File: config.mk
export PLATFORM = sky130hd
export DESIGN_NAME = axi_wr_sched
export DESIGN_NICKNAME = d
export VERILOG_FILES = /design/src/rtl/axi_tb_pkg.sv /design/src/rtl/axi_id_tracker.sv /design/src/rtl/axi_wr_sched.sv
export SDC_FILE = /design/constraint.sdc
export NUM_CORES = 1
export LEC_CHECK = 0
export BUFFER_PORTS_ARGS = -buffer_cell sky130_fd_sc_hd__buf_4
export CORE_AREA = 10 10 79 115
export CTS_BUF_LIST = sky130_fd_sc_hd__clkbuf_8
export CTS_CLUSTER_DIAMETER = 60
export DETAILED_ROUTE_END_ITERATION = 10
export DIE_AREA = 0 0 89 125
export PLACE_DENSITY = 0.78
export REMOVE_ABC_BUFFERS = 1
export SYNTH_ARGS = -nofsm -noshare
export SYNTH_HDL_FRONTEND = slang
export SYNTH_HIERARCHICAL = 1
export SYNTH_SLANG_ARGS = --single-unit
File: constraint.sdc
create_clock -name aclk -period 3.2 [get_ports aclk]
set_input_delay 0.32 -clock aclk [delete_from_list [all_inputs] [get_ports aclk]]
set_output_delay 0.32 -clock aclk [all_outputs]
set_load 0.1 [all_outputs]
File: src/rtl/axi_tb_pkg.sv
`default_nettype none
// ============================================================================
// Module      : axi_tb_pkg
// Description : Shared scheduler state encoding and AXI BRESP codes.
// Revision    : 1.0 - initial release
// ============================================================================
package axi_tb_pkg;

    typedef enum logic [1:0] {
        IDLE  = 2'd0,
        RUN   = 2'd1,
        DRAIN = 2'd2
    } state_t;

    localparam logic [1:0] c_resp_okay   = 2'b00;
    localparam logic [1:0] c_resp_exokay = 2'b01;
    localparam logic [1:0] c_resp_slverr = 2'b10;
    localparam logic [1:0] c_resp_decerr = 2'b11;

endpackage
`default_nettype wire

File: src/rtl/axi_id_tracker.sv
`default_nettype none
// ============================================================================
// Module      : axi_id_tracker
// Description : Per-ID busy vector with set/clear ports and busy lookups.
// Revision    : 1.0 - initial release
// ============================================================================
module axi_id_tracker #(
    parameter int AXI_ID_W = 4
) (
    input  logic                aclk,
    input  logic                srst,
    input  logic                set_en,
    input  logic [AXI_ID_W-1:0] set_id,
    input  logic                clr_en,
    input  logic [AXI_ID_W-1:0] clr_id,
    input  logic [AXI_ID_W-1:0] lookup_id,
    output logic                lookup_busy,
    output logic                clr_busy,
    output logic                unexp_clr
);

    localparam int c_ID_NUM = 1 << AXI_ID_W;

    logic [c_ID_NUM-1:0] r_busy;

    assign lookup_busy = r_busy[lookup_id];
    assign clr_busy    = r_busy[clr_id];
    assign unexp_clr   = clr_en && !r_busy[clr_id];

    // Set and clear never target the same ID in one cycle: a busy ID cannot be accepted.
    always_ff @(posedge aclk) begin
        if (srst) begin
            r_busy <= '0;
        end else begin
            if (clr_en && r_busy[clr_id]) begin
                r_busy[clr_id] <= 1'b0;
            end
            if (set_en) begin
                r_busy[set_id] <= 1'b1;
            end
        end
    end

endmodule
`default_nettype wire

File: src/rtl/axi_wr_sched.sv
`default_nettype none
// ============================================================================
// Module      : axi_wr_sched
// Description : AXI write-command scheduler with per-ID ordering and B tracking.
// Revision    : 1.0 - initial release
// ============================================================================
module axi_wr_sched
    import axi_tb_pkg::*;
#(
    parameter int AXI_ADDR_W      = 32,
    parameter int AXI_ID_W        = 4,
    parameter int MST_OSTDREQ_NUM = 4
) (
    input  logic                              aclk,
    input  logic                              srst,
    input  logic                              en,
    input  logic                              cmd_valid,
    output logic                              cmd_ready,
    input  logic [AXI_ADDR_W-1:0]             cmd_addr,
    input  logic [7:0]                        cmd_len,
    input  logic [AXI_ID_W-1:0]               cmd_id,
    output logic                              awvalid,
    input  logic                              awready,
    output logic [AXI_ADDR_W-1:0]             awaddr,
    output logic [7:0]                        awlen,
    output logic [AXI_ID_W-1:0]               awid,
    input  logic                              bvalid,
    output logic                              bready,
    input  logic [AXI_ID_W-1:0]               bid,
    input  logic [1:0]                        bresp,
    output logic [$clog2(MST_OSTDREQ_NUM):0]  ost_cnt,
    output logic                              idle,
    output logic                              err_unexp_b,
    output logic [7:0]                        err_resp_cnt
);

    localparam int                 c_CNT_W   = $clog2(MST_OSTDREQ_NUM) + 1;
    localparam logic [c_CNT_W-1:0] c_OST_MAX = c_CNT_W'(MST_OSTDREQ_NUM);

    state_t                  r_state;
    logic                    r_awvalid;
    logic [AXI_ADDR_W-1:0]   r_awaddr;
    logic [7:0]              r_awlen;
    logic [AXI_ID_W-1:0]     r_awid;
    logic [c_CNT_W-1:0]      r_ost;
    logic                    r_unexp;
    logic [7:0]              r_err_cnt;

    logic w_cmd_busy;
    logic w_b_busy;
    logic w_b_unexp;
    logic w_cmd_ready;
    logic w_cmd_acc;
    logic w_b_hs;
    logic w_b_ok;

    axi_id_tracker #(
        .AXI_ID_W (AXI_ID_W)
    ) u_id_tracker (
        .aclk        (aclk),
        .srst        (srst),
        .set_en      (w_cmd_acc),
        .set_id      (cmd_id),
        .clr_en      (w_b_hs),
        .clr_id      (bid),
        .lookup_id   (cmd_id),
        .lookup_busy (w_cmd_busy),
        .clr_busy    (w_b_busy),
        .unexp_clr   (w_b_unexp)
    );

    assign w_cmd_ready = (r_state == RUN) && (!r_awvalid || awready) &&
                         (r_ost < c_OST_MAX) && !w_cmd_busy;
    assign w_cmd_acc   = cmd_valid && w_cmd_ready;
    assign w_b_hs      = bvalid && bready;
    assign w_b_ok      = w_b_hs && w_b_busy;

    assign cmd_ready    = w_cmd_ready;
    assign awvalid      = r_awvalid;
    assign awaddr       = r_awaddr;
    assign awlen        = r_awlen;
    assign awid         = r_awid;
    assign bready       = (r_ost != '0);
    assign ost_cnt      = r_ost;
    assign idle         = (r_state == IDLE) && (r_ost == '0);
    assign err_unexp_b  = r_unexp;
    assign err_resp_cnt = r_err_cnt;

    always_ff @(posedge aclk) begin
        if (srst) begin
            r_state   <= IDLE;
            r_awvalid <= 1'b0;
            r_awaddr  <= '0;
            r_awlen   <= '0;
            r_awid    <= '0;
            r_ost     <= '0;
            r_unexp   <= 1'b0;
            r_err_cnt <= '0;
        end else begin
            case (r_state)
                IDLE:    if (en) r_state <= RUN;
                RUN:     if (!en) r_state <= DRAIN;
                DRAIN: begin
                    if (en) begin
                        r_state <= RUN;
                    end else if ((r_ost == '0) && !r_awvalid) begin
                        r_state <= IDLE;
                    end
                end
                default: r_state <= IDLE;
            endcase

            // A new accept may overwrite the payload in the same cycle the old AW handshakes.
            if (w_cmd_acc) begin
                r_awvalid <= 1'b1;
                r_awaddr  <= cmd_addr;
                r_awlen   <= cmd_len;
                r_awid    <= cmd_id;
            end else if (awready) begin
                r_awvalid <= 1'b0;
            end

            case ({w_cmd_acc, w_b_ok})
                2'b10:   r_ost <= r_ost + c_CNT_W'(1);
                2'b01:   r_ost <= r_ost - c_CNT_W'(1);
                default: r_ost <= r_ost;
            endcase

            if (w_b_unexp) begin
                r_unexp <= 1'b1;
            end
            if (w_b_hs && (bresp != c_resp_okay) && (r_err_cnt != 8'hFF)) begin
                r_err_cnt <= r_err_cnt + 8'd1;
            end
        end
    end

endmodule
`default_nettype wire

# Yosys cells after proc, flatten, opt, wreduce, memory -nomap -nowiden
# Cells that the tools add are included.
dict set report op_classes {
  n_reduce_logical 24
  n_lt_le_gt_ge 5
  mux 19
  mul 0
  n_shift 0
  bitwise 3
  eq_ne 8
  n_addsub 3
  div_mod_pow 0
}
# op n
set op_table {}
lappend op_table {{16-bit two-way mux} 3}
lappend op_table {{16-bit bitwise AND} 1}
lappend op_table {{16-bit NOT} 1}
lappend op_table {{16-bit bitwise OR} 1}
lappend op_table {{1-bit logical AND} 13}
lappend op_table {{4-bit by 5-bit < comparator with 1-bit output (second input constant)} 2}
lappend op_table {{8-bit by 1-bit adder with 8-bit output (second input constant)} 1}
lappend op_table {{1-bit binary-select mux with 4-bit select} 2}
lappend op_table {{1-bit demux with 4-bit select} 2}
lappend op_table {{4-bit by 1-bit greater-or-equal comparator with 1-bit output (second input constant)} 2}
lappend op_table {{2-bit two-way mux} 4}
lappend op_table {{8-bit inequality test (second input constant)} 1}
lappend op_table {{1-bit two-way mux} 6}
lappend op_table {{2-bit case mux with 3 select lines} 1}
lappend op_table {{3-bit case mux with 2 select lines} 1}
lappend op_table {{2-bit nonzero test} 3}
lappend op_table {{2-bit by 1-bit equality test with 1-bit output (second input constant)} 2}
lappend op_table {{2-bit equality test (second input constant)} 2}
lappend op_table {{2-bit inequality test (second input constant)} 2}
lappend op_table {{3-bit by 1-bit adder with 3-bit output (second input constant)} 1}
lappend op_table {{1-bit logical NOT} 3}
lappend op_table {{3-bit logical NOT} 1}
lappend op_table {{3-bit < comparator (second input constant)} 1}
lappend op_table {{3-bit inequality test (second input constant)} 1}
lappend op_table {{5 further kinds} 5}
dict set report word_totals {
  mem_bits_rw 0
  memories 0
  word_cells 71
  output_inout_bits 60
  reg_bits 75
  rom_bits 0
  inputBits 56
  latchBits 0
}

# Longest topological paths before layout
# Gate-level depths: netlist (run 1).
dict set report logic_depth {
  depth_word 10
  depth_mapped 12
  mapped_depth_nobuf 11
}

# Cells and area by module
# The synthesis (run 1) kept the hierarchy.
# module instances area_each_um2 seq_area_each_um2 cells_per_inst
set by_module_without_submodules {}
lappend by_module_without_submodules {axi_wr_sched 1 2242.2 1181.1 271}
lappend by_module_without_submodules {axi_id_tracker 1 925.9 320.3 104}

# Least setup slack after synthesis (run 1)
# No wires, ideal clock.
dict set report synth_timing {
  kind {flip-flop to output port}
  start {reg r_ost[0] (netlist: ost_cnt[0])}
  end {out idle}
  setup_slack_ns -0.906
  t_required_ns 2.880
  path_stages_with_launch 3
  arrival_time_ns 3.786
  path_buffers 0
  path_cell_list {dfxtp_1 -> or3_1 -> nor3_1}
}
dict set report synth_via {
  elab_chain_cells 2
}
# item line
set synth_rtl {}
lappend synth_rtl {{from (decl)} axi_wr_sched.sv:45} ;# logic [c_CNT_W-1:0] r_ost;
lappend synth_rtl {{from (signal assigned)} axi_wr_sched.sv:124} ;# 2'b10: r_ost <= r_ost + c_CNT_W'(1);
lappend synth_rtl {{from (signal assigned)} axi_wr_sched.sv:125} ;# 2'b01: r_ost <= r_ost - c_CNT_W'(1);
lappend synth_rtl {{from (signal assigned)} axi_wr_sched.sv:126} ;# default: r_ost <= r_ost;
lappend synth_rtl {{3-bit logical NOT} axi_wr_sched.sv:85} ;# assign idle = (r_state == IDLE) && (r_ost == '0);
lappend synth_rtl {{1-bit logical AND} axi_wr_sched.sv:85}
lappend synth_rtl {{to (decl)} axi_wr_sched.sv:32} ;# output logic idle,
# No other way between the ends.

# Worst setup path after layout (run 1)
dict set report layout_timing {
  start {reg u_id_tracker.r_busy[9]}
  end {reg r_ost[2] (netlist: ost_cnt[2])}
}
dict set report layout_via {
  elab_chain_cells 7
  elab_cells_between_ends 12
  cone_classes {2 x eq/ne; 5 x mux; 5 x reduce/logical}
}
# item line
set layout_rtl {}
lappend layout_rtl {{from (decl)} axi_id_tracker.sv:24} ;# logic [c_ID_NUM-1:0] r_busy;
lappend layout_rtl {{from (signal assigned)} axi_id_tracker.sv:33} ;# r_busy <= '0;
lappend layout_rtl {{from (signal, indexed assignment)} axi_id_tracker.sv:36} ;# r_busy[clr_id] <= 1'b0;
lappend layout_rtl {{from (signal, indexed assignment)} axi_id_tracker.sv:39} ;# r_busy[set_id] <= 1'b1;
lappend layout_rtl {{1-bit binary-select mux with 4-bit select *} axi_id_tracker.sv:26} ;# assign lookup_busy = r_busy[lookup_id];
lappend layout_rtl {{1-bit two-way mux (implied by the code) *} axi_id_tracker.sv:26}
lappend layout_rtl {{net w_cmd_busy} axi_wr_sched.sv:49} ;# logic w_cmd_busy;
lappend layout_rtl {{1-bit logical NOT *} axi_wr_sched.sv:73} ;# (r_ost < c_OST_MAX) && !w_cmd_busy;
lappend layout_rtl {{1-bit logical AND *} axi_wr_sched.sv:73}
lappend layout_rtl {{1-bit logical AND *} axi_wr_sched.sv:74} ;# assign w_cmd_acc = cmd_valid && w_cmd_ready;
lappend layout_rtl {{2-bit by 1-bit equality test with 1-bit output or 2-bit equality test (tied branches)} axi_wr_sched.sv:123} ;# case ({w_cmd_acc, w_b_ok})
lappend layout_rtl {{3-bit case mux with 2 select lines or 2-bit nonzero test (tied branches)} n/a}
# The timed path passes the listed nets; every way through them passes the cells marked *. The select of a mux whose other input is x is not followed.
# A chain may end at the register's enable or synchronous reset.

==> impl_metrics.csv, run 1 <==
group,metric,value,unit
routing,drc_errors,0,
cts,clock_latency,0.34,ns
timing,finClkSkew,0.00828,ns
placed_design,dp_cells,552,
critical_path,cp_data_arrival_time,3.17,ns
pwr,power.leakage,1.75,nW
floorplan,dieArea,11100,um^2
timing,min_period,2.90,ns
cts,cts_setup_buffers,0,
synthesis,yosysUniqueCellTypes,43,
placed_design,port_buffers,115,
synthesis,synth_top_area_share,47.4,%
timing,fin_crit_sh,90.5,%
pwr,clock_power_share,35.7,%
finish,antennaDiodeCount,0,
routing,drt-total-wl,9550,um
placed_design,dpl.hpwl,7070,um
cts,path_clk_slew,0.08,ns
synthesis,ys_warn_count,6,
pwr,power_density,502,nW/um^2
cts,postCtsResizedCells,0,
pwr,netSwitchingFraction,29.9,%
timing,worst_pin_slew,0.780,ns
status,outcome,"completed",
synthesis,ys_ff_latch,75,
timing,fmax,0.345,GHz
routing,post_drt_wl_per_cell,16.8,um
global_route,track_usage,16.9,%
global_route,grt.overflow.total,0,
floorplan,rows,38,
global_route,grt_pass1_wl,14800,um
critical_path,rr_worst_depth,10,
cts,clockRootBuffer,"clkbuf_8",
pwr,ir_drop,283,uV
cts,cts_tree,"done",
min_path,hold_class,"primary input to flop",
floorplan,initial_utilization,44.7,%
placed_design,routabilityCongestion,0.880,
timing,fin_hold_ws,0.133,ns
synthesis,synth_area_leaders,"dfxtp_1 47%, nand2_1 12%, a21oi_1 11%",
cts,htree_levels,3,
pwr,switchingPower,0.640,mW
cts,clock-sinks,75,
routing,drtPass1Iterations,4,
routing,first_iter_violations,163,
pwr,p_int,1.50,mW
synthesis,synthCells,375,
critical_path,cp.required,3.48,ns
critical_path,crit_path_start_kind,"flop",
synthesis,synth_edf_count,0,
synthesis,synthFlopType,"dfxtp_1",
floorplan,core,7080,um^2
cts,cts_buffers,9,
floorplan,die_h,125,um
cts,cts_buffer_depth,2,
routing,vias,3094,
pwr,pwr-share-comb,18.9,%
global_route,grt_pass1_vias,3072,
timing,relSlewSlack,48.0,%
floorplan,ioPinCount,116,
timing,slew_viol_final,0,
flow_run,maxCapViolCount,0,
finish,area_delta_synth_final,34.4,%
routing,viasPerCell,5.45,
timing,hold_violations,0,
min_path,hold-path-cell-count,2,
finish,fin_util,60.1,%
finish,drive_gt1_share,29.7,%
finish,num-nets-final,542,
routing,antenna_left,0,
cts,cts_hold_buf,0,
global_route,grt_max_degree,76,
timing,rsz0062_at_grt,"no",
pwr,power_frac_seq,45.5,%
timing,finalSetupViolations,0,
critical_path,critPathKind,"flop to flop",
finish,instances_no_fill,568,
synthesis,synth_largest_area_cell,"dfxtp_1",
global_route,antenna_found_initial,0,
finish,fill_cells,632,
floorplan,die_w,89,um
critical_path,worstPathMaxFanout,3,
synthesis,synth_area_per_cell,8.45,um^2
synthesis,seq_area_frac_synth,47.4,%
critical_path,cp-end-kind,"flop",
synthesis,synth_area,3170,um^2
synthesis,synthArstFlopShare,0,%
[synth_stat cells (2+ instances only)]
cell type and count:
nand3_1 11, inv_1 5, nor2b_1 2, mux2i_1 5, mux4_2 3, nand3b_1 4, ha_1 2, o21ai_0 20
nand2b_1 3, or3_1 5, dfxtp_1 75, a21oi_1 69, or4_1 3, xor2_1 3, nor3_1 2, nor2_1 11
buf_4 4, mux4_1 4, buf_2 6, clkbuf_1 9, nand2_1 105, o31ai_1 3
[through the flow]
stage	setup WS [ns]	power, mW	setup TNS [ns]	area [um^2]
4_1_cts	0.297	2.16	0	4260
5_1_grt	0.118	2.21	0	4260
2_1_floorplan	-0.906	1.25	-23.68	3060
3_3_place_gp	0.224	1.39	0	4050
3_5_place_dp	0.0604	1.40	0	4050
6_report	0.304	2.14	0	4260
[worst max-delay path, stage by stage (launching register included)]
cell and delay [ns]:
dfxtp_1 0.33, mux4_1 0.50, mux4_2 0.49, nor4b_2 0.32, nand3_2 0.17, ha_1 0.26, inv_1 0.07, fa_1 0.17
xor2_1 0.07, or3_1 0.30, a21oi_1 0.14
[worst paths after layout]
kind	start	endpoint	slack, ns
worst max-delay path	u_id_tracker/r_busy[9]	ost_cnt[2]	0.30
worst min-delay path	en	r_state[1]	0.13
worst max register to register	u_id_tracker/r_busy[9]	ost_cnt[2]	0.30
worst min register to register	awlen[1]	awlen[1]	0.45
[routing by layer]
layer	track usage [%]	vias to the layer above	part of all wire, %
met5	0	-	0
met4	13.3	0	6.5
met3	3.18	40	6.0
met2	29.8	123	53
met1	16.2	1425	34
li1	-	1506	-
[power by group through the flow]
stage / clock network, mW / registers, mW / logic, mW
2_1_floorplan: 0 / 1.15 / 0.103
3_3_place_gp: 0 / 0.993 / 0.399
3_5_place_dp: 0 / 0.995 / 0.404
4_1_cts: 0.783 / 0.973 / 0.405
5_1_grt: 0.813 / 0.975 / 0.424
6_report: 0.763 / 0.973 / 0.404
[flip-flops by register name (all words and copies together) (netlist names), 2 cells and up]
signal	flops
ost_cnt	3
awlen	8
awid	4
awaddr	32
u_id_tracker/r_busy	16
r_state	2
err_resp_cnt	8
[cells by family after synthesis]
family | count (synthesis) | share of synthesized area [%]
compound gates | 99 | 16.9
buf+inv | 27 | 4.15
xor+xnor | 3 | 0.830
flops | 75 | 47.4
simple gates | 155 | 21.9
fa+ha+maj | 3 | 1.42
mux | 13 | 7.39
[placed cells by master, fill, tap and decap left out, drive strengths merged, types with 5 or more instances in the layout]
| cell | Yosys | layout |
|---|---|---|
| a21oi | 69 | 69 |
| buf | 12 | 118 |
| clkbuf | 9 | 9 |
| dfxtp | 75 | 75 |
| inv | 6 | 8 |
| mux2i | 5 | 5 |
| mux4 | 7 | 7 |
| nand2 | 105 | 105 |
| nand3 | 11 | 11 |
| nor2 | 11 | 11 |
| o21ai | 21 | 21 |
| or3 | 5 | 5 |
[area by class of cell]
cell class              count  area [um^2]  area share (%)
clock inverters             7         85.1            2.00
well taps                  80          100            2.35
multi-input cells         273         1540            36.2
inverters                   6         22.5           0.529
repair buffers            118          886            20.8
clock buffers               9          124            2.91
flip-flops and latches     75         1500            35.3
Note: power is estimated with default switching activity, not from simulation.
==> run 2: changes to the inputs <==
--- a/config.mk
+++ b/config.mk
@@ -6,14 +6,14 @@
 export NUM_CORES = 1
 export LEC_CHECK = 0
 export BUFFER_PORTS_ARGS = -buffer_cell sky130_fd_sc_hd__buf_4
-export CORE_AREA = 10 10 79 115
+export CORE_AREA = 10 10 81 118
 export CTS_BUF_LIST = sky130_fd_sc_hd__clkbuf_8
 export CTS_CLUSTER_DIAMETER = 60
 export DETAILED_ROUTE_END_ITERATION = 10
-export DIE_AREA = 0 0 89 125
+export DIE_AREA = 0 0 91 128
 export PLACE_DENSITY = 0.78
 export REMOVE_ABC_BUFFERS = 1
+export SLEW_MARGIN = 25
 export SYNTH_ARGS = -nofsm -noshare
 export SYNTH_HDL_FRONTEND = slang
-export SYNTH_HIERARCHICAL = 1
 export SYNTH_SLANG_ARGS = --single-unit
==> impl_metrics.csv, run 2 <==
group,metric,value,unit
status,outcome,"completed",
timing,hold_violations,0,
cts,cts_hold_buf,0,
pwr,netSwitchingFraction,29.7,%
critical_path,critPathKind,"flop to flop",
pwr,power_frac_seq,45.5,%
routing,drt-total-wl,9590,um
synthesis,synth_xor_xnor_area_share,2.04,%
timing,finClkSkew,0.00636,ns
synthesis,yosysUniqueCellTypes,47,
cts,path_clk_slew,0.07,ns
cts,cts_buffers,9,
synthesis,muxShareOfSynthArea,18.1,%
timing,finalSetupViolations,0,
timing,fin_crit_sh,81.5,%
global_route,grt_pass1_wl,15400,um
timing,worst_pin_slew,0.735,ns
cts,cts_setup_buffers,0,
critical_path,crit_path_start_kind,"flop",
global_route,grt_pass1_vias,3063,
cts,postCtsResizedCells,0,
global_route,grt_max_degree,55,
finish,drive_gt1_share,30.0,%
critical_path,cp_data_arrival_time,2.90,ns
min_path,hold_class,"primary input to flop",
pwr,switchingPower,0.631,mW
floorplan,core,7510,um^2
floorplan,ioPinCount,116,
finish,num-nets-final,530,
timing,min_period,2.61,ns
cts,clockRootBuffer,"clkbuf_8",
timing,fmax,0.383,GHz
pwr,power.leakage,1.89,nW
timing,slew_viol_final,0,
synthesis,ys_ff_latch,75,
routing,post_drt_wl_per_cell,16.6,um
synthesis,synth_top_family_by_area,"simple AND/OR/NAND/NOR gates",
cts,clock-sinks,75,
timing,relSlewSlack,51.0,%
cts,cts_buffer_depth,2,
placed_design,dpl_cell_area,4320,um^2
cts,cts_tree,"done",
finish,fin_util,60.2,%
finish,antennaDiodeCount,0,
pwr,p_int,1.50,mW
finish,layout_common_cells,"118 x buf_4, 96 x nand2_1, 75 x dfxtp_1",
critical_path,worstPathMaxFanout,13,
synthesis,synth_largest_area_cell,"dfxtp_1",
global_route,grt.overflow.total,0,
synthesis,synthSimpleGateAreaFrac,20.3,%
finish,area_delta_synth_final,31.6,%
synthesis,ys_warn_count,0,
critical_path,cp.required,3.49,ns
synthesis,synthArstFlopShare,0,%
cts,clock_latency,0.35,ns
pwr,ir_drop,241,uV
placed_design,port_buffers,115,
pwr,power_density,471,nW/um^2
floorplan,initial_utilization,45.7,%
synthesis,synthCells,369,
floorplan,dieArea,11600,um^2
critical_path,r2r_slack,0.59,ns
synthesis,seq_area_frac_synth,43.7,%
synthesis,synth_area_leaders,"dfxtp_1 44%, mux2i_1 15%, nand2_1 10%",
synthesis,synth_fa_ha_area_share,1.31,%
critical_path,reg2reg_to,"ost_cnt[2]",
pwr,pwr-share-comb,18.6,%
routing,first_iter_violations,135,
min_path,min-delay-start,"en",
synthesis,synth_top_area_share,43.7,%
placed_design,routabilityCongestion,0.913,
flow_run,maxCapViolCount,0,
critical_path,rr_worst_depth,11,
critical_path,cp-end-kind,"flop",
synthesis,synthTopCellsByCount,"96 x nand2_1, 75 x dfxtp_1, 51 x mux2i_1, 17 x clkbuf_1, 14 x nor2_1",
synthesis,synthFlopType,"dfxtp_1",
global_route,track_usage,16.4,%
min_path,hold-path-cell-count,2,
synthesis,synth-compound-area-share,10.0,%
cts,htree_levels,3,
synthesis,synth_edf_count,0,
floorplan,die_w,91,um
synthesis,synth_most_common_cell,"nand2_1",
min_path,hold-path-endpoint,"r_state[1]",
finish,final_common_cell,"buf_4",
routing,drtPass1Iterations,4,
placed_design,dpl.hpwl,7220,um
global_route,antenna_found_initial,0,
finish,largest_reg_flops,32,
critical_path,crit-reg2reg-launch,"awvalid",
floorplan,rows,39,
routing,antenna_left,0,
routing,vias,3051,
pwr,clock_power_share,35.9,%
finish,final_cell_area,4520,um^2
routing,viasPerCell,5.28,
synthesis,synth_area_per_cell,9.31,um^2
routing,drc_errors,0,
timing,rsz0062_at_grt,"no",
synthesis,synth_area,3440,um^2
floorplan,die_h,128,um
## run 2: worst max path at each step
| stage | endpoint | depth (start not counted) | from |
|---|---|---|---|
| after detailed placement | ost_cnt[2] | 12 | cmd_id[2] |
| after floorplan | ost_cnt[2] | 11 | awvalid |
| after global placement | ost_cnt[2] | 12 | cmd_id[2] |
| final | ost_cnt[2] | 11 | awvalid |
| after CTS | ost_cnt[2] | 11 | awvalid |
| after global routing | ost_cnt[1] | 11 | awvalid |
## run 2: metal layers
metal	track usage (%)	up-vias	share of wire (%)
met5	0	-	0
li1	-	1485	-
met1	16.7	1437	38
met3	2.99	24	4.3
met4	12.4	0	3.5
met2	29.0	105	54
## run 2: power by group through the flow
stage / Combinational (mW) / Clock (mW) / Sequential, mW
2_1_floorplan: 0.117 / 0 / 1.14
3_5_place_dp: 0.397 / 0 / 0.992
3_3_place_gp: 0.392 / 0 / 0.991
4_1_cts: 0.398 / 0.786 / 0.970
6_report: 0.396 / 0.764 / 0.970
5_1_grt: 0.417 / 0.819 / 0.973
## run 2: layout make-up
class	instances	area, um^2
clock buffers	9	124
clock inverters	7	78.8
fillers	675	2990
inverters	6	25.0
multi-input cells	261	1780
flip-flops and latches	75	1500
well taps	102	128
repair buffers	118	886
## run 2: worst max-delay path: stages (launching register included)
cell,delay (ns)
dfxtp_1,0.32
nor2b_1,0.14
or3_1,0.41
nor4_2,0.34
and3_2,0.26
inv_4,0.08
ha_1,0.23
inv_1,0.07
fa_1,0.17
xor2_1,0.07
or3_1,0.31
a21oi_1,0.13
## run 2: per-stage QoR
| step | power (mW) | TNS, ns | hold slack (ns) | std cells | setup slack (ns) |
|---|---|---|---|---|---|
| 2_1_floorplan | 1.26 | -28.91 | 0.389 | 342 | -1.30 |
| 3_3_place_gp | 1.38 | 0 | 0.443 | 562 | 0.391 |
| 3_5_place_dp | 1.39 | 0 | 0.450 | 562 | 0.325 |
| 4_1_cts | 2.15 | 0 | 0.109 | 578 | 0.579 |
| 5_1_grt | 2.21 | 0 | 0.127 | 578 | 0.402 |
| 6_report | 2.13 | 0 | 0.126 | 578 | 0.592 |
## run 2: kinds of logic (layout without fill, tap and decap cells)
kind of cell	after synthesis	count (layout)
fa+ha+maj	3	3
flops	75	75
compound gates	42	42
buf+inv	33	140
simple gates	152	152
xor+xnor	8	8
mux	56	56
